<file path="config.mk">
export PLATFORM = sky130hd
export DESIGN_NAME = barrel_shifter_pipe
export DESIGN_NICKNAME = d
export VERILOG_FILES = /design/src/rtl/barrel_shifter_pipe.sv
export SDC_FILE = /design/constraint.sdc
export NUM_CORES = 1
export LEC_CHECK = 0
export CAP_MARGIN = 5
export CORE_UTILIZATION = 54
export DETAILED_ROUTE_END_ITERATION = 6
export GPL_TIMING_DRIVEN = 0
export PLACE_DENSITY_LB_ADDON = 0.3
export REMOVE_ABC_BUFFERS = 1
export SETUP_SLACK_MARGIN = 0.5
export SLEW_MARGIN = 5
export SYNTH_ARGS = -nofsm -noshare
export SYNTH_HDL_FRONTEND = slang
export SYNTH_SLANG_ARGS = --single-unit
</file>
<file path="constraint.sdc">
create_clock -name clk -period 1.73 [get_ports clk]
set_input_delay 0.4325 -clock clk [delete_from_list [all_inputs] [get_ports clk]]
set_output_delay 0.4325 -clock clk [all_outputs]
set_load 0.02 [all_outputs]
</file>
<file path="src/rtl/barrel_shifter_pipe.sv">
// barrel_shifter_pipe: pipelined multi-mode barrel shifter (LSL, LSR, ASR, ROR).
// There is one registered stage per shift-amount bit. Stage k shifts by 2^k when
// amt[k] is set. Every stage has valid/ready flow control, and a stall holds all
// loaded stages.
//
// Optional feature: define BARREL_SHIFTER_STICKY_EN to build sticky flops. The
// sticky flag is the OR of the bits each stage discards. It is 0 for ROR. When
// the macro is not defined, out_sticky is tied to 0.
//
// Ports:
//   clk, rst_n             rising-edge clock, async active-low reset
//   in_valid/in_ready      input handshake (in_ready is combinational)
//   in_data/in_amt/in_mode operand, shift amount, mode (00 LSL 01 LSR 10 ASR 11 ROR)
//   out_valid/out_ready    output handshake
//   out_data/out_sticky    registered result and sticky flag
module barrel_shifter_pipe #(
  parameter  int unsigned WIDTH = 8,
  localparam int unsigned AMT_W = $clog2(WIDTH)
) (
  input  logic             clk,
  input  logic             rst_n,
  input  logic             in_valid,
  output logic             in_ready,
  input  logic [WIDTH-1:0] in_data,
  input  logic [AMT_W-1:0] in_amt,
  input  logic [1:0]       in_mode,
  output logic             out_valid,
  input  logic             out_ready,
  output logic [WIDTH-1:0] out_data,
  output logic             out_sticky
);

  localparam int unsigned LAST     = AMT_W - 1;
  localparam logic [1:0]  MODE_LSL = 2'b00;
  localparam logic [1:0]  MODE_LSR = 2'b01;
  localparam logic [1:0]  MODE_ASR = 2'b10;
  localparam logic [1:0]  MODE_ROR = 2'b11;

  logic [AMT_W-1:0] v_q;
  logic [AMT_W-1:0] vin;
  logic [AMT_W-1:0] en;
  logic [WIDTH-1:0] data_q [AMT_W];
  logic [AMT_W-1:0] amt_q  [AMT_W];
  logic [1:0]       mode_q [AMT_W];
  logic             sign_q [AMT_W];

  // Shift the operand by sh positions in the given mode. ASR fills with the
  // sign bit that was captured at entry.
  function automatic logic [WIDTH-1:0] shift_data(input logic [WIDTH-1:0] d,
                                                  input logic [1:0]       mode,
                                                  input logic             sign,
                                                  input int unsigned      sh);
    logic [WIDTH-1:0] fill;
    fill = sign ? ~({WIDTH{1'b1}} >> sh) : '0;
    case (mode)
      MODE_LSL: shift_data = d << sh;
      MODE_LSR: shift_data = d >> sh;
      MODE_ASR: shift_data = (d >> sh) | fill;
      MODE_ROR: shift_data = (d >> sh) | (d << (WIDTH - sh));
      default:  shift_data = d;
    endcase
  endfunction

`ifdef BARREL_SHIFTER_STICKY_EN
  logic sticky_q [AMT_W];

  // Return the OR of the bits that a shift of sh positions pushes off the end.
  function automatic logic shift_disc(input logic [WIDTH-1:0] d,
                                      input logic [1:0]       mode,
                                      input int unsigned      sh);
    case (mode)
      MODE_LSL: shift_disc = |(d & ~({WIDTH{1'b1}} >> sh));
      MODE_ROR: shift_disc = 1'b0;
      default:  shift_disc = |(d & ~({WIDTH{1'b1}} << sh));
    endcase
  endfunction

  assign out_sticky = sticky_q[LAST];
`else
  assign out_sticky = 1'b0;
`endif

  // Valid presented to each stage: the input beat, or the previous stage's valid.
  assign vin = {v_q[AMT_W-2:0], in_valid};

  // A stage may load if it or any later stage has room. This is the unrolled
  // form of en[k] = ~v[k] | en[k+1], so it has no combinational chain.
  for (genvar k = 0; k < AMT_W; k++) begin : g_en
    assign en[k] = out_ready | ~(&v_q[LAST:k]);
  end

  assign in_ready  = en[0];
  assign out_valid = v_q[LAST];
  assign out_data  = data_q[LAST];

  // Stage valid bits: a stage that is enabled takes the upstream valid,
  // otherwise it holds.
  always_ff @(posedge clk or negedge rst_n) begin
    if (!rst_n) begin
      v_q <= '0;
    end else begin
      v_q <= (v_q & ~en) | (vin & en);
    end
  end

  for (genvar k = 0; k < AMT_W; k++) begin : g_stage
    localparam int unsigned SH = 2 ** k;
    logic [WIDTH-1:0] d_i;
    logic [AMT_W-1:0] a_i;
    logic [1:0]       m_i;
    logic             s_i;

    if (k == 0) begin : g_head
      assign d_i = in_data;
      assign a_i = in_amt;
      assign m_i = in_mode;
      assign s_i = in_data[WIDTH-1];
    end else begin : g_link
      assign d_i = data_q[k-1];
      assign a_i = amt_q[k-1];
      assign m_i = mode_q[k-1];
      assign s_i = sign_q[k-1];
    end

    // Payload loads only when a real beat moves in. Bubbles leave the data untouched.
    always_ff @(posedge clk or negedge rst_n) begin
      if (!rst_n) begin
        data_q[k] <= '0;
        amt_q[k]  <= '0;
        mode_q[k] <= '0;
        sign_q[k] <= 1'b0;
      end else if (en[k] && vin[k]) begin
        data_q[k] <= a_i[k] ? shift_data(d_i, m_i, s_i, SH) : d_i;
        amt_q[k]  <= a_i;
        mode_q[k] <= m_i;
        sign_q[k] <= s_i;
      end
    end

`ifdef BARREL_SHIFTER_STICKY_EN
    logic st_i;

    if (k == 0) begin : g_st_head
      assign st_i = 1'b0;
    end else begin : g_st_link
      assign st_i = sticky_q[k-1];
    end

    // Sticky accumulates the bits this stage discards.
    always_ff @(posedge clk or negedge rst_n) begin
      if (!rst_n) begin
        sticky_q[k] <= 1'b0;
      end else if (en[k] && vin[k]) begin
        sticky_q[k] <= st_i | (a_i[k] & shift_disc(d_i, m_i, SH));
      end
    end
`endif
  end

endmodule

</file>
* Word-level counts from Yosys, hierarchy flattened
Index checks and enable logic that the tools add are counted.
** Storage, ports and cells
- Output and inout bits :: 11
- Flip-flop bits (word level) :: 39
- Word-level logic and storage cells :: 52
** Operators by class
- Bitwise logic cells :: 16
- Multiplexer cells :: 9
- Reduce and logical (&&, ||, !) cells :: 8
- Equality and inequality tests :: 9
** Operators with widths (count)
- 8-bit one-hot mux with 4 select lines :: 3
- 8-bit 2-to-1 mux :: 6
- 4-bit by 8-bit OR with 8-bit output :: 2
- 6-bit by 8-bit OR with 8-bit output :: 2
- 7-bit by 8-bit OR with 8-bit output :: 2
- 2-bit == test, second input constant :: 6
- 3-bit AND :: 2
- 2-bit by 1-bit == test with 1-bit output, second input constant :: 3
- 2-bit logical NOT :: 3
- 1-bit logical AND :: 3
- 1-bit inverter :: 3
- 3-bit inverter :: 1
- 1-bit OR :: 3
- 3-bit OR :: 1
- 3-bit AND reduction :: 1
- 2-bit AND reduction :: 1

* Logic depth before layout (Yosys ltp)
Gate-level depths: netlist of the first run.
- Word-level depth :: 6
- Gate-level depth with buffers :: 5
- Depth with buffers taken out :: 3

* Least setup slack after synthesis of the first run
OpenSTA, ideal clock, no wires.
- Kind :: register -> register
- From :: reg with a tool-made name
- To :: reg amt_q (netlist bit g_stage[1].a_i[2])
- Setup slack :: 0.282 ns
- Path buffers :: 1
- Stages on the path, launching flop included :: 5
- Required time :: 1.605 ns
- Arrival time :: 1.323 ns
- Clock period less this slack :: 1.448 ns
- Cell sequence :: dfrtp_1 nand4b_4 nand2_4 buf_12 mux2_2
** RTL lines
- to (signal, indexed assignment) :: line 134 : amt_q[k] <= a_i;
- to (decl) :: line 43 : logic [AMT_W-1:0] amt_q [AMT_W];

==> results of run 1 <==
## timing repair
item / 4_1_cts / 5_1_grt
setup endpoints to repair: 43 / 43
setup buffers: 20 / 6
endpoints found under the hold margin: 0 / 0
cloned: 2 / 0
gates resized for setup: 97 / 20
pin swaps: 9 / 6
## cells by family after synthesis
kind of cell	count (synthesis)	share of synthesized area [%]
AO/OA/AOI/OAI	62	21.7
buffers and inverters	17	5.83
other	1	0.192
AND/OR/NAND/NOR	38	12.6
flip-flops	36	46.2
XOR/XNOR	1	0.449
multiplexers	23	13.1
## final cells by class
type	instances	area, um^2
clock buffers	7	65.1
fillers	227	793
inverters	4	15.0
multi-input cells	127	1100
flip-flops and latches	36	907
well taps	46	57.6
repair buffers	52	454
## worst paths after layout
check                                   from           endpoint  slack, ps
setup / recovery                    register           in_ready        260
hold / removal                         rst_n  g_stage[2].d_i[2]        150
setup reg to reg                    register  g_stage[2].d_i[0]        310
hold reg to reg            g_stage[1].a_i[2]  g_stage[2].a_i[2]        550
max in group asynchronous              rst_n          async pin       1040
min in group clk                  in_mode[1]  g_stage[1].d_i[7]        500
## stage by stage
stage	instance area [um^2]	setup TNS (ps)	setup slack (ps)	cells
floorplan	1850	0	230	165
global route	2600	0	228	272
detailed placement	2170	-5640	-427	237
CTS	2460	0	267	266
finish	2600	0	259	272
global placement	2170	-21390	-471	237
## sequential cells by signal, indices dropped and copies added (netlist names), named ones only
name	cells
g_stage.d_i	16
g_stage.m_i	4
out_data	8
g_stage.s_i	2
g_stage.a_i	3
## routing by layer
layer / track usage (%) / vias to the layer above
li1: - / 766
met1: 26.2 / 778
met2: 44.6 / 48
met3: 5.70 / 14
met4: 14.0 / 0
met5: 0 / -
## synth_stat cells (3+ instances only)
cell	instances
sky130_fd_sc_hd__nand2b_1	4
sky130_fd_sc_hd__dfrtp_1	36
sky130_fd_sc_hd__a211oi_1	3
sky130_fd_sc_hd__mux2_2	20
sky130_fd_sc_hd__a22oi_1	4
sky130_fd_sc_hd__inv_1	4
sky130_fd_sc_hd__a31oi_1	9
sky130_fd_sc_hd__o2bb2ai_1	8
sky130_fd_sc_hd__nor2_1	11
sky130_fd_sc_hd__o211ai_1	8
sky130_fd_sc_hd__or3b_2	7
sky130_fd_sc_hd__buf_4	3
sky130_fd_sc_hd__o21ai_0	11
sky130_fd_sc_hd__a21oi_1	9
sky130_fd_sc_hd__o22ai_1	3
sky130_fd_sc_hd__nand2_1	5
sky130_fd_sc_hd__buf_2	5
## critical path: stages (launching register included)
cell,delay [ps]
sky130_fd_sc_hd__dfrtp_2,410
sky130_fd_sc_hd__nand4b_4,130
sky130_fd_sc_hd__buf_6,150
## where the power goes
| group | internal (mW) | leakage, nW | switching (mW) |
|---|---|---|---|
| clock | 0.230 | 0.0374 | 0.271 |
| combinational | 0.736 | 0.688 | 0.562 |
| sequential | 1.07 | 0.415 | 0.244 |
| total | 2.04 | 1.14 | 1.08 |
==> report_table.html, run 1 <==
<table>
<tr><th>Metric</th><th>Value</th></tr>
<tr><th colspan="2">Setup path</th></tr>
<tr><td>Element type at the critical path start</td><td>register</td></tr>
<tr><td>CP Max Fanout</td><td>2</td></tr>
<tr><td>Classification of the worst setup path</td><td>register to output port</td></tr>
<tr><td>Reg2reg path depth</td><td>5</td></tr>
<tr><td>Data arrival, critical path</td><td>~1000 ps</td></tr>
<tr><td>Req. time, crit path</td><td>~1300 ps</td></tr>
<tr><td>Critical Path Sink Type</td><td>output port</td></tr>
<tr><th colspan="2">STA</th></tr>
<tr><td>Number of pins with negative max-slew slack in the final report</td><td>0</td></tr>
<tr><td>RSZ-0062 raised after global routing</td><td>true</td></tr>
<tr><td>Fin Hold WS</td><td>between 150 and 200 ps</td></tr>
<tr><td>FMAX</td><td>approximately 700 MHz</td></tr>
<tr><td>Time the worst path needs with I/O delays and setup</td><td>about 1500 ps</td></tr>
<tr><td>Final worst-path cycle share</td><td>a little under nine tenths</td></tr>
<tr><td>Final setup violation count</td><td>0</td></tr>
<tr><td>Max-slew headroom at the worst pin</td><td>48.4%</td></tr>
<tr><td>Transition time at the pin with the least slew margin</td><td>approximately 770 ps</td></tr>
<tr><td>Final Hold Violating Endpoints</td><td>0</td></tr>
<tr><td>Setup Skew</td><td>~8.0 ps</td></tr>
<tr><th colspan="2">Clock network</th></tr>
<tr><td>Clock buffer count from CTS</td><td>5</td></tr>
<tr><td>Clock latency at the later pin of the worst-skew pair</td><td>340 ps</td></tr>
<tr><td>Clock Pin Slew Worst Setup and Hold Paths</td><td>around 110 ps</td></tr>
<tr><td>TritonCTS clock tree</td><td>built</td></tr>
<tr><td>Number of clock sinks</td><td>36</td></tr>
<tr><td>CTS Hold Bufs</td><td>0</td></tr>
<tr><td>CTS Root Buffer Type</td><td>sky130_fd_sc_hd__clkbuf_4</td></tr>
<tr><td>CTS H-tree lvls</td><td>2</td></tr>
<tr><td>Clock tree buffer depth</td><td>2</td></tr>
<tr><th colspan="2">Route</th></tr>
<tr><td>Antenna viol nets, final</td><td>0</td></tr>
<tr><td>First-pass DRT Iterations</td><td>5</td></tr>
<tr><td>Final routed wirelength across all metal layers</td><td>roughly 4600 um</td></tr>
<tr><td>Detailed-route wire length on metal 1</td><td>approximately 1800 um</td></tr>
<tr><td>Vias post-DR</td><td>1606</td></tr>
<tr><td>Routed via count divided by cell count</td><td>5.90</td></tr>
<tr><td>Met3 layer wire length in the routed design</td><td>~180 um</td></tr>
<tr><td>Met2 WL</td><td>between 2000 and 2500 um</td></tr>
<tr><td>Routed length per placed instance</td><td>roughly 17 um</td></tr>
<tr><td>DRC violation count after routing</td><td>0</td></tr>
<tr><td>Highest routing layer actually used</td><td>met4</td></tr>
<tr><td>Detailed router's first-iteration violation count</td><td>85</td></tr>
<tr><th colspan="2">Floorplan</th></tr>
<tr><td>Chip width</td><td>just over 60 um</td></tr>
<tr><td>Area of the core</td><td>3390 um^2</td></tr>
<tr><td>Vertical die dimension</td><td>approximately 62 um</td></tr>
<tr><td>Initial standard-cell utilization of the core</td><td>57.6%</td></tr>
<tr><td>IO Pins</td><td>28</td></tr>
<tr><td>Num rows</td><td>21</td></tr>
<tr><td>Die area</td><td>~3900 um^2</td></tr>
<tr><th colspan="2">GRT</th></tr>
<tr><td>Global routing usage summed across all routing layers</td><td>between 20 and 25%</td></tr>
<tr><td>Grt total ovfl</td><td>0</td></tr>
<tr><td>Via count of the first global-routing pass</td><td>between 1500 and 2000</td></tr>
<tr><td>Pin count of the biggest net entering global routing</td><td>37</td></tr>
<tr><td>Number of antenna violations at the first check in global routing</td><td>0</td></tr>
<tr><td>First-pass GRT wire length</td><td>7390 um</td></tr>
<tr><th colspan="2">Logic synthesis</th></tr>
<tr><td>Leading area contributor after synthesis</td><td>sky130_fd_sc_hd__dfrtp_1</td></tr>
<tr><td>Top post-synthesis cells by area</td><td>sky130_fd_sc_hd__dfrtp_1 46%, sky130_fd_sc_hd__mux2_2 12%, sky130_fd_sc_hd__o2bb2ai_1 3.6%</td></tr>
<tr><td>Dominant synthesized flop cell</td><td>sky130_fd_sc_hd__dfrtp_1</td></tr>
<tr><td>Total number of yosys warnings</td><td>0</td></tr>
<tr><td>Number of flops mapped to enable cells by yosys</td><td>0</td></tr>
<tr><td>Post-synth ARST share</td><td>100%</td></tr>
<tr><td>Synth Instances</td><td>around 180</td></tr>
<tr><td>Netlist area before placement</td><td>1950 um^2</td></tr>
<tr><td>Library cells used by synthesis</td><td>39</td></tr>
<tr><td>Yosys top cell area share</td><td>46.2%</td></tr>
<tr><td>Average size of a mapped cell</td><td>roughly 11 um^2</td></tr>
<tr><td>Share of the yosys chip area belonging to registers</td><td>a little under half</td></tr>
<tr><td>Count of state elements after synthesis</td><td>36</td></tr>
<tr><th colspan="2">Power</th></tr>
<tr><td>Total power after layout</td><td>approximately 3.1 mW</td></tr>
<tr><td>Peak VDD IR</td><td>459 uV</td></tr>
<tr><td>Static leakage</td><td>around 1.1 nW</td></tr>
<tr><td>Power density over cell area</td><td>1200 nW/um^2</td></tr>
<tr><th colspan="2">Finish</th></tr>
<tr><td>Most used cells in the layout excluding fill and tap cells</td><td>31 x sky130_fd_sc_hd__dfrtp_1, 22 x sky130_fd_sc_hd__buf_4, 12 x sky130_fd_sc_hd__buf_6</td></tr>
<tr><td>Fraction of layout instances using a drive strength above 1</td><td>about 42%</td></tr>
<tr><td>Most common cell after layout, fill and taps aside</td><td>sky130_fd_sc_hd__dfrtp_1</td></tr>
<tr><td>Layout overhead on the synthesized area</td><td>33.0%</td></tr>
<tr><td>Total inserted antenna cells</td><td>0</td></tr>
<tr><td>Final core utilization</td><td>76.6%</td></tr>
<tr><td>Final #Nets</td><td>approximately 240</td></tr>
<tr><th colspan="2">Placed design</th></tr>
<tr><td>Number of port buffers</td><td>26</td></tr>
<tr><td>Placer Congestion</td><td>roughly 0.87</td></tr>
<tr><td>Detailed-placement wirelength estimate</td><td>about 2700 um</td></tr>
<tr><th colspan="2">Outcome</th></tr>
<tr><td>Outcome</td><td>finished, final reports clean</td></tr>
<tr><th colspan="2">Job</th></tr>
<tr><td>Max-cap violations</td><td>0</td></tr>
<tr><th colspan="2">Hold path</th></tr>
<tr><td>Path category of the worst min-delay check</td><td>input port to async pin</td></tr>
</table>
Power figures use the tool's default switching activity.
==> run 2, diff against run 1 <==
- CORE_MARGIN: unset -> 2
==> run 2 against run 1 <==
  * Sequential cell count did not move
  * Die area is 6.5% higher
  * Wire length is 5.3% higher
  * Combinational power barely moved
  * Critical path type unchanged
  * Critical endpoint unchanged
==> report_table.html, run 2 (synthesis gave the netlist of run 1 again) <==
<table>
<tr><th>Metric</th><th>Value</th></tr>
<tr><th colspan="2">Outcome</th></tr>
<tr><td>Outcome</td><td>finished, final reports clean</td></tr>
<tr><th colspan="2">Finish</th></tr>
<tr><td>Fraction of layout instances using a drive strength above 1</td><td>44.5% (+2.0 points)</td></tr>
<tr><td>Most common cell after layout, fill and taps aside</td><td>sky130_fd_sc_hd__dfrtp_1</td></tr>
<tr><td>Multi-input combinational cell area</td><td>1120 um^2 (+2.1%)</td></tr>
<tr><td>Area used by sequential logic in the layout</td><td>910 um^2 (+0.28%)</td></tr>
<tr><td>Max reg flops</td><td>16 (unchanged)</td></tr>
<tr><td>Layout overhead on the synthesized area</td><td>34.4%</td></tr>
<tr><td>Number of filler cells placed in the layout</td><td>210 (-7.5%)</td></tr>
<tr><td>Final std cell area, no fill</td><td>2620 um^2 (+1.1%)</td></tr>
<tr><td>Most used cells in the layout excluding fill and tap cells</td><td>29 x sky130_fd_sc_hd__dfrtp_1, 24 x sky130_fd_sc_hd__buf_4, 16 x sky130_fd_sc_hd__mux2_2</td></tr>
<tr><td>Final #Nets</td><td>243 (unchanged)</td></tr>
<tr><td>Total inserted antenna cells</td><td>0 (unchanged)</td></tr>
<tr><th colspan="2">Route</th></tr>
<tr><td>Final routed wirelength across all metal layers</td><td>4830 um (+5.3%)</td></tr>
<tr><td>DRC violation count after routing</td><td>0 (unchanged)</td></tr>
<tr><td>Routed length per placed instance</td><td>17.7 um (+4.9%)</td></tr>
<tr><td>Detailed router's first-iteration violation count</td><td>116 (+36%)</td></tr>
<tr><td>Vias post-DR</td><td>1680 (+4.6%)</td></tr>
<tr><td>Antenna viol nets, final</td><td>0 (unchanged)</td></tr>
<tr><td>Routed via count divided by cell count</td><td>6.15 (+4.2%)</td></tr>
<tr><td>First-pass DRT Iterations</td><td>4 (-1)</td></tr>
<tr><th colspan="2">STA</th></tr>
<tr><td>Number of pins with negative max-slew slack in the final report</td><td>0 (unchanged)</td></tr>
<tr><td>Transition time at the pin with the least slew margin</td><td>802 ps (+27.5 ps)</td></tr>
<tr><td>RSZ-0062 raised after global routing</td><td>true</td></tr>
<tr><td>Time the worst path needs with I/O delays and setup</td><td>1470 ps (+0.734 ps)</td></tr>
<tr><td>FMAX</td><td>680 MHz (about the same)</td></tr>
<tr><td>Final worst-path cycle share</td><td>85.1% (about the same)</td></tr>
<tr><td>Final Hold Violating Endpoints</td><td>0 (unchanged)</td></tr>
<tr><td>Final setup violation count</td><td>0 (unchanged)</td></tr>
<tr><td>Max-slew headroom at the worst pin</td><td>46.6% (-1.8 points)</td></tr>
<tr><td>Setup Total Neg Slack</td><td>0 ps (unchanged)</td></tr>
<tr><td>Setup Skew</td><td>16.1 ps (+8.10 ps)</td></tr>
<tr><th colspan="2">GRT</th></tr>
<tr><td>First-pass GRT wire length</td><td>6980 um (-5.6%)</td></tr>
<tr><td>Via count of the first global-routing pass</td><td>1517 (-5.7%)</td></tr>
<tr><td>Number of antenna violations at the first check in global routing</td><td>0 (unchanged)</td></tr>
<tr><td>Grt total ovfl</td><td>0 (unchanged)</td></tr>
<tr><td>Global routing usage summed across all routing layers</td><td>21.9% (-2.8 points)</td></tr>
<tr><td>Pin count of the biggest net entering global routing</td><td>37 (unchanged)</td></tr>
<tr><th colspan="2">Clock network</th></tr>
<tr><td>Clock tree buffer depth</td><td>2 (unchanged)</td></tr>
<tr><td>Number of clock sinks</td><td>36 (unchanged)</td></tr>
<tr><td>Clock Pin Slew Worst Setup and Hold Paths</td><td>120 ps (about the same)</td></tr>
<tr><td>CTS Hold Bufs</td><td>0 (unchanged)</td></tr>
<tr><td>CTS Root Buffer Type</td><td>sky130_fd_sc_hd__clkbuf_4</td></tr>
<tr><td>Clock latency at the later pin of the worst-skew pair</td><td>360 ps (+20 ps)</td></tr>
<tr><td>TritonCTS clock tree</td><td>built</td></tr>
<tr><td>Clock buffer count from CTS</td><td>5 (unchanged)</td></tr>
<tr><td>CTS H-tree lvls</td><td>2 (unchanged)</td></tr>
<tr><th colspan="2">Floorplan</th></tr>
<tr><td>Vertical die dimension</td><td>64.1 um (+3.2%)</td></tr>
<tr><td>Num rows</td><td>21 (unchanged)</td></tr>
<tr><td>Chip width</td><td>64.1 um (+3.2%)</td></tr>
<tr><td>IO Pins</td><td>28 (unchanged)</td></tr>
<tr><td>Area of the core</td><td>3420 um^2 (+0.78%)</td></tr>
<tr><td>Initial standard-cell utilization of the core</td><td>57.1% (-0.44 points)</td></tr>
<tr><td>Die area</td><td>4110 um^2 (+6.5%)</td></tr>
<tr><th colspan="2">Hold path</th></tr>
<tr><td>Path category of the worst min-delay check</td><td>input port to async pin</td></tr>
<tr><th colspan="2">Setup path</th></tr>
<tr><td>Req. time, crit path</td><td>1300 ps (about the same)</td></tr>
<tr><td>Critical Path Sink Type</td><td>output port</td></tr>
<tr><td>Data arrival, critical path</td><td>1040 ps (about the same)</td></tr>
<tr><td>Element type at the critical path start</td><td>register</td></tr>
<tr><td>CP Max Fanout</td><td>3 (+1)</td></tr>
<tr><td>Classification of the worst setup path</td><td>register to output port</td></tr>
<tr><td>Slack of the worst reg-to-reg path</td><td>380 ps (+70 ps)</td></tr>
<tr><th colspan="2">Power</th></tr>
<tr><td>Static leakage</td><td>1.12 nW (-1.4%)</td></tr>
<tr><td>Peak VDD IR</td><td>629 uV (+37%)</td></tr>
<tr><td>Power density over cell area</td><td>1240 nW/um^2 (+3.1%)</td></tr>
<tr><th colspan="2">Placed design</th></tr>
<tr><td>Detailed-placement wirelength estimate</td><td>2770 um (+1.1%)</td></tr>
<tr><td>Number of port buffers</td><td>26 (unchanged)</td></tr>
<tr><td>Placer Congestion</td><td>0.914 (+4.8%)</td></tr>
<tr><td>Area after detailed placement</td><td>2170 um^2 (unchanged)</td></tr>
<tr><th colspan="2">Job</th></tr>
<tr><td>Max-cap violations</td><td>0 (unchanged)</td></tr>
</table>
==> run 2: path summary, 6_finish.rpt <==
| kind | depth (start not counted) | endpoint | start |
|---|---|---|---|
| setup / recovery | 2 | in_ready | register |
| min in group clk | 2 | g_stage[1].m_i[1] | in_mode[1] |
| max in group asynchronous | 1 | g_stage[1].m_i[1] | rst_n |
| hold reg to reg | 1 | g_stage[2].a_i[2] | g_stage[1].a_i[2] |
| setup reg to reg | 4 | g_stage[2].d_i[0] | register |
| hold / removal | 1 | out_data[7] | rst_n |
==> run 2: where the power goes <==
part           leakage [nW]  total [mW]  switching (mW)  internal (mW)
Clock                0.0422       0.596           0.293          0.303
Sequential            0.413        1.34           0.263           1.07
Combinational         0.669        1.31           0.582          0.731
Total                  1.12        3.25            1.14           2.11
==> run 2: stage by stage <==
step	setup WS (ps)	total power [mW]	utilization, %	hold slack (ps)	instances
after global routing	225	3.40	76.8	199	273
after CTS	268	2.96	69.9	173	260
after floorplan	230	1.83	-	137	165
after detailed placement	-439	2.21	63.4	477	237
final	258	3.25	76.8	145	273
after global placement	-466	2.17	63.6	470	237
==> run 2: layout make-up <==
cell class	instances	share of cell area, %
Multi-Input combinational cell	127	42.7
Sequential cell	36	34.7
Timing Repair Buffer	52	17.0
Tap cell	46	2.19
Clock buffer	6	1.57
Clock inverter	2	1.34
Inverter	4	0.572
==> run 2: worst max-delay path: stages, from the launching register on <==
cell	delay, ps
sky130_fd_sc_hd__dfrtp_2	430
sky130_fd_sc_hd__nand4b_4	120
sky130_fd_sc_hd__buf_6	140
==> run 2: timing repair <==
action / CTS / global route
gates resized for setup: 90 / 33
setup buffers: 14 / 12
setup endpoints to repair: 43 / 42
gates cloned: 1 / 1
hold endpoints to repair: 0 / 0
pin swaps: 5 / 8
==> run 2: per-layer routing <==
| layer | vias to the layer above | track usage (%) | wire, um |
|---|---|---|---|
| met2 | 60 | 39.2 | 2690 |
| met1 | 834 | 24.4 | 1790 |
| met3 | 16 | 6.51 | 235 |
| met4 | 0 | 8.24 | 112 |
| li1 | 770 | - | - |
| met5 | - | 0 | 0 |
==> RTL change 1 (settings of run 2) <==
Add a define of `BARREL_SHIFTER_STICKY_EN`.
--- a/src/rtl/barrel_shifter_pipe.sv
+++ b/src/rtl/barrel_shifter_pipe.sv
@@ -14,4 +14,6 @@
 //   out_valid/out_ready    output handshake
 //   out_data/out_sticky    registered result and sticky flag
+`define BARREL_SHIFTER_STICKY_EN
+
 module barrel_shifter_pipe #(
   parameter  int unsigned WIDTH = 8,
Function: changed (Yosys sat finds a counterexample within 4 cycles, from zero or initial values and one cycle with rst_n low).
==> RTL change 1 against run 2 <==
Fmax fell by 2.6%. Routed wire length grew 18%. Sequential cell count grew 3. Critical path type is now flop to flop. Synthesized area is 16% higher. Design area is 15% higher. Largest cell class unchanged. Power up 6.2%. Non-clock buffer count rose by 2. Cell count grew 20%. Setup slack worse by 0.039 ns.
==> RTL change 1: results (changes against run 2) <==
| Metric | Value |
|---|---|
| Gpl congestion | `0.849 (-7.2%)` |
| Root buffer cell | `clkbuf_8` |
| WHS | `0.252 ns (+0.108 ns)` |
| Multiplexer share of the synthesized area | `0.0514 (-0.0800)` |
| IO buf count | `27 (+3.8%)` |
| Clk Latency, worst-skew pair | `0.30 ns (-0.06 ns)` |
| Share of layout cells above drive strength 1 | `0.350 (-0.0948)` |
| Post-Syn Instances | `231 (+30%)` |
| Top Family by Delay on Critical Path | `simple AND/OR/NAND/NOR gates` |
| VDD IR max | `0.000514 V (-18%)` |
| Clk pin slew, worst setup/hold paths | `0.08 ns (-0.04 ns)` |
| Synth Area in XOR/XNOR | `0 (-0.00449)` |
| CTS resizes | `129 (+43%)` |
| Met2 wire len | `2970 um (+11%)` |
| Slowest CP cell | `or4b_4` |
| DP Worst Slack | `-0.647 ns (-0.208 ns)` |
| Fin cells | `327 (+20%)` |
| Dpl cells | `292 (+23%)` |
| Leakage | `1.29 nW (+15%)` |
| WL met3 | `241 um (+2.6%)` |
| Largest net degree at the start of global routing | `40 (+8.1%)` |
| Final HPWL DP | `3400 um (+23%)` |
| Nets | `308 (+27%)` |
| Commonest cells in the netlist | `dfrtp_1, a21oi_1, inv_1, ha_1, a31oi_1` |
| Vias in the first global route | `1898 (+25%)` |
| PnR worst setup slack | `0.219 ns (-0.0393 ns)` |
| Grt met3 use | `0.0519 (-0.0132)` |
| Outcome | `finished, final reports clean` |
| Grt met2 use | `0.472 (+0.0804)` |
| Switching Fraction | `0.365 (+0.0145)` |
| Largest stage delay, worst path | `0.45 ns (+0.02 ns)` |
| Met1 Use GR | `0.279 (+0.0350)` |
| Library cells used by synthesis | `38 (-2.6%)` |
| Setup bufs post-CTS | `25 (+11)` |
| Placed Area | `0.00251 mm2 (+16%)` |
| Area contributors post-synth | `dfrtp_1, ha_1, a21oi_1` |
| Vias | `1988 (+18%)` |
| Wl on met1 | `2170 um (+21%)` |
| Seq power | `1.42 mW (+6%)` |
| Clk pwr | `0.615 mW (+3%)` |
| Post-synthesis sequential area ratio | `0.431 (-0.0301)` |
| Initial DRC count | `102 (-12%)` |
| First-pass GRT wire length | `8910 um (+28%)` |
| Skew final | `0.00671 ns (-0.00940 ns)` |
| Compound-gate portion of the synthesized area | `0.245 (+0.0284)` |
| WP data arrival | `1.69 ns (+0.65 ns)` |
| Total track usage | `0.261 (+0.0423)` |
| Adder-cell share of the synthesized area | `0.0830 (+0.0830)` |
[RTL change 1: cell types whose count changed after synthesis, sizes merged, moves of 6 or more]
cell,delta
a21oi,+21
ha,+15
clkbuf,+6
nor2,-6
or3b,-8
nand3,+10
mux2,-12
inv,+13
[RTL change 1: final timing paths]
path / cells after the start / startpoint / endpoint
max in group asynchronous: 1 / rst_n / g_stage[1].a_i[1]
worst max-delay path: 5 / g_stage[2].m_i[1] / out_sticky
worst min-delay path: 1 / rst_n / g_stage[2].m_i[1]
min in group clk: 3 / in_mode[0] / g_stage[1].m_i[0]
worst max register to register: 5 / g_stage[2].m_i[1] / out_sticky
worst min register to register: 1 / g_stage[1].st_i / g_stage[1].st_i
[RTL change 1: layout make-up]
class,count,area (um2)
multi-input combinational,159,1340
fill,277,1000
sequential,39,982
timing repair buffer,54,494
clock buffer,6,72.6
inverter,17,68.8
tap,50,62.6
clock inverter,2,12.5
==> RTL change 2 (config.mk and constraints of run 2) <==
Made on the original files. Add an input register stage for `in_mode`; this delays it by one clock. The other inputs are not delayed to match.
--- a/src/rtl/barrel_shifter_pipe.sv
+++ b/src/rtl/barrel_shifter_pipe.sv
@@ -36,4 +36,10 @@
   localparam logic [1:0]  MODE_ASR = 2'b10;
   localparam logic [1:0]  MODE_ROR = 2'b11;
+
+  logic [1:0] in_mode_q;
+
+  always_ff @(posedge clk) begin
+    in_mode_q <= in_mode;
+  end
 
   logic [AMT_W-1:0] v_q;
@@ -114,5 +120,5 @@
       assign d_i = in_data;
       assign a_i = in_amt;
-      assign m_i = in_mode;
+      assign m_i = in_mode_q;
       assign s_i = in_data[WIDTH-1];
     end else begin : g_link
Formal check against the unedited RTL: not equivalent (Yosys sat finds a counterexample within 4 cycles, from zero or initial values and one cycle with rst_n low).
==> RTL change 2 against run 2 <==
Count of clock-buffer cells in the layout is 1 lower. Routed wire length is 4.3% lower. Critical path type is now flop to flop. Sequential cell count is 2 higher. Critical path depth is 2 higher. Clock skew is 0.0094 ns lower. Critical endpoint is now g_stage[2].d_i[0]. Largest cell class unchanged. Synthesized area is 0.38% higher. Power is 1.3% lower. Highest routed layer unchanged. Design area is 0.67% lower. Setup slack worse by 0.038 ns.
==> RTL change 2: results (changes against run 2) <==
| Metric | Value |
|---|---|
| Outcome | `finished, final reports clean` |
| Non-clock buffering overhead | `0.171 (+0.00114)` |
| Post-synthesis sequential area ratio | `0.480 (+0.0187)` |
| Maximum buffer depth of the clock tree | `2 (unchanged)` |
| Worst Tran Pin Value | `0.783 ns (-0.0185 ns)` |
| DRT Pass-1 Iters | `4 (unchanged)` |
| Wl on met1 | `1950 um (+9.0%)` |
| Met2 wire len | `2360 um (-12%)` |
| FFs w/ async S/R, synth | `0.947 (-0.0526)` |
| Initial DRC count | `109 (-6.0%)` |
| Initial antenna violation count | `0 (unchanged)` |
| Fill cells | `221 (+5.2%)` |
| Slowest CP cell | `dfrtp_1` |
| Buffers excl. clock | `49 (-5.8%)` |
| Nets | `241 (-0.82%)` |
| DR WL/cell | `17.0 um (-3.6%)` |
| Share of layout cells above drive strength 1 | `0.413 (-0.0316)` |
| IO buf count | `26 (unchanged)` |
| WL met3 | `186 um (-21%)` |
| Library cells used by synthesis | `33 (-15%)` |
| First-pass GRT wire length | `7380 um (+5.8%)` |
| Top Family by Delay on Critical Path | `simple AND/OR/NAND/NOR gates` |
| Final wirelength | `4620 um (-4.3%)` |
| WP data arrival | `1.75 ns (+0.71 ns)` |
| Invs w/o clock | `5 (+1)` |
| HP Class | `input pin to asynchronous set/reset pin` |
| Multi-input comb cells | `125 (-1.6%)` |
| Vias per cell | `5.96 (-3.2%)` |
| VDD IR max | `0.000654 V (+3.9%)` |
| Post-Syn Instances | `178 (unchanged)` |
| Placed Area | `0.00219 mm2 (+1.3%)` |
| Max layer used | `met4` |
| Root buffer cell | `clkbuf_4` |
| Max-slew violation count | `0 (unchanged)` |
| Vias in the first global route | `1603 (+5.7%)` |
| CTS HTree Levels | `2 (unchanged)` |
| Clock network area share | `0.0298 (+0.000676)` |
| Yosys Warn Count | `0 (unchanged)` |
| Skew final | `0.00670 ns (-0.00940 ns)` |
| Commonest cells in the netlist | `dfrtp_1, mux2_2, nor2_1, o21ai_0, a31oi_1` |
| Total track usage | `0.234 (+0.0149)` |
| Clk pwr | `0.588 mW (-1%)` |
| FF+latch area | `946 um2 (+4.0%)` |
| Leakage | `1.12 nW (-0.44%)` |
| Inserted Diodes | `0 (unchanged)` |
| Max reg flops | `16 (unchanged)` |
| Fraction of area in multi-input gates | `0.407 (-0.0197)` |
| Area contributors post-synth | `dfrtp_1, mux2_2, or3b_2` |
| P_comb | `1.23 mW (-6%)` |
| Final HPWL DP | `2750 um (-0.89%)` |
| Switching Fraction | `0.340 (-0.0113)` |
| Clk Latency, worst-skew pair | `0.34 ns (-0.02 ns)` |
| Flip-flop and latch count after synthesis | `38 (+5.6%)` |
| Critical path fanouts, max | `5 (+2)` |
| Largest net degree at the start of global routing | `37 (unchanged)` |
| Gpl congestion | `0.857 (-6.3%)` |
| Clk pin slew, worst setup/hold paths | `0.11 ns` |
==> RTL change 2: per-layer routing <==
metal / track usage / up-vias
li1: - / 759
met1: 0.271 / 796
met2: 0.418 / 47
met3: 0.0423 / 13
met4: 0.106 / 0
met5: 0 / -
==> RTL change 2: timing repair <==
| action | 4_1_cts | 5_1_grt |
|---|---|---|
| gates resized for setup | 90 | 9 |
| setup buffers | 20 | 3 |
| gates cloned | 1 | 1 |
| endpoints found under the setup margin | 43 | 42 |
| pin swaps | 7 | 3 |
==> RTL change 2: path summary, 6_finish.rpt <==
path | startpoint | endpoint | slack [ns] | depth (start not counted)
setup reg to reg | flop | g_stage[2].d_i[0] | 0.22 | 4
hold reg to reg | g_stage[1].a_i[2] | g_stage[2].a_i[2] | 0.53 | 1
setup / recovery | flop | g_stage[2].d_i[0] | 0.22 | 4
hold / removal | rst_n | out_data[4] | 0.15 | 1
min in group clk | g_stage[1].a_i[2] | g_stage[2].a_i[2] | 0.53 | 1
max in group asynchronous | rst_n | asynchronous set/reset pin | 1.03 | 1
==> RTL change 2: per-stage QoR <==
stage	util	total power, mW	hold slack, ns	setup WS (ns)	setup TNS (ns)
finish	0.763	3.20	0.154	0.221	0
global route	0.763	3.36	0.197	0.165	0
CTS	0.743	3.11	0.157	0.242	0
detailed placement	0.642	2.29	0.474	-0.426	-6.12
global placement	0.644	2.25	0.471	-0.447	-20.96
floorplan	-	1.90	0.137	0.202	0
==> RTL change 2: cells by family (layout without fill, tap and decap cells) <==
group	Yosys count	after routing	share of synthesized area
multiplexers	25	25	0.146
flip-flops	38	38	0.480
AND/OR/NAND/NOR	38	40	0.119
XOR/XNOR	1	1	0.00447
AO/OA/AOI/OAI	58	58	0.199
buffers and inverters	17	62	0.0498
other	1	1	0.00191
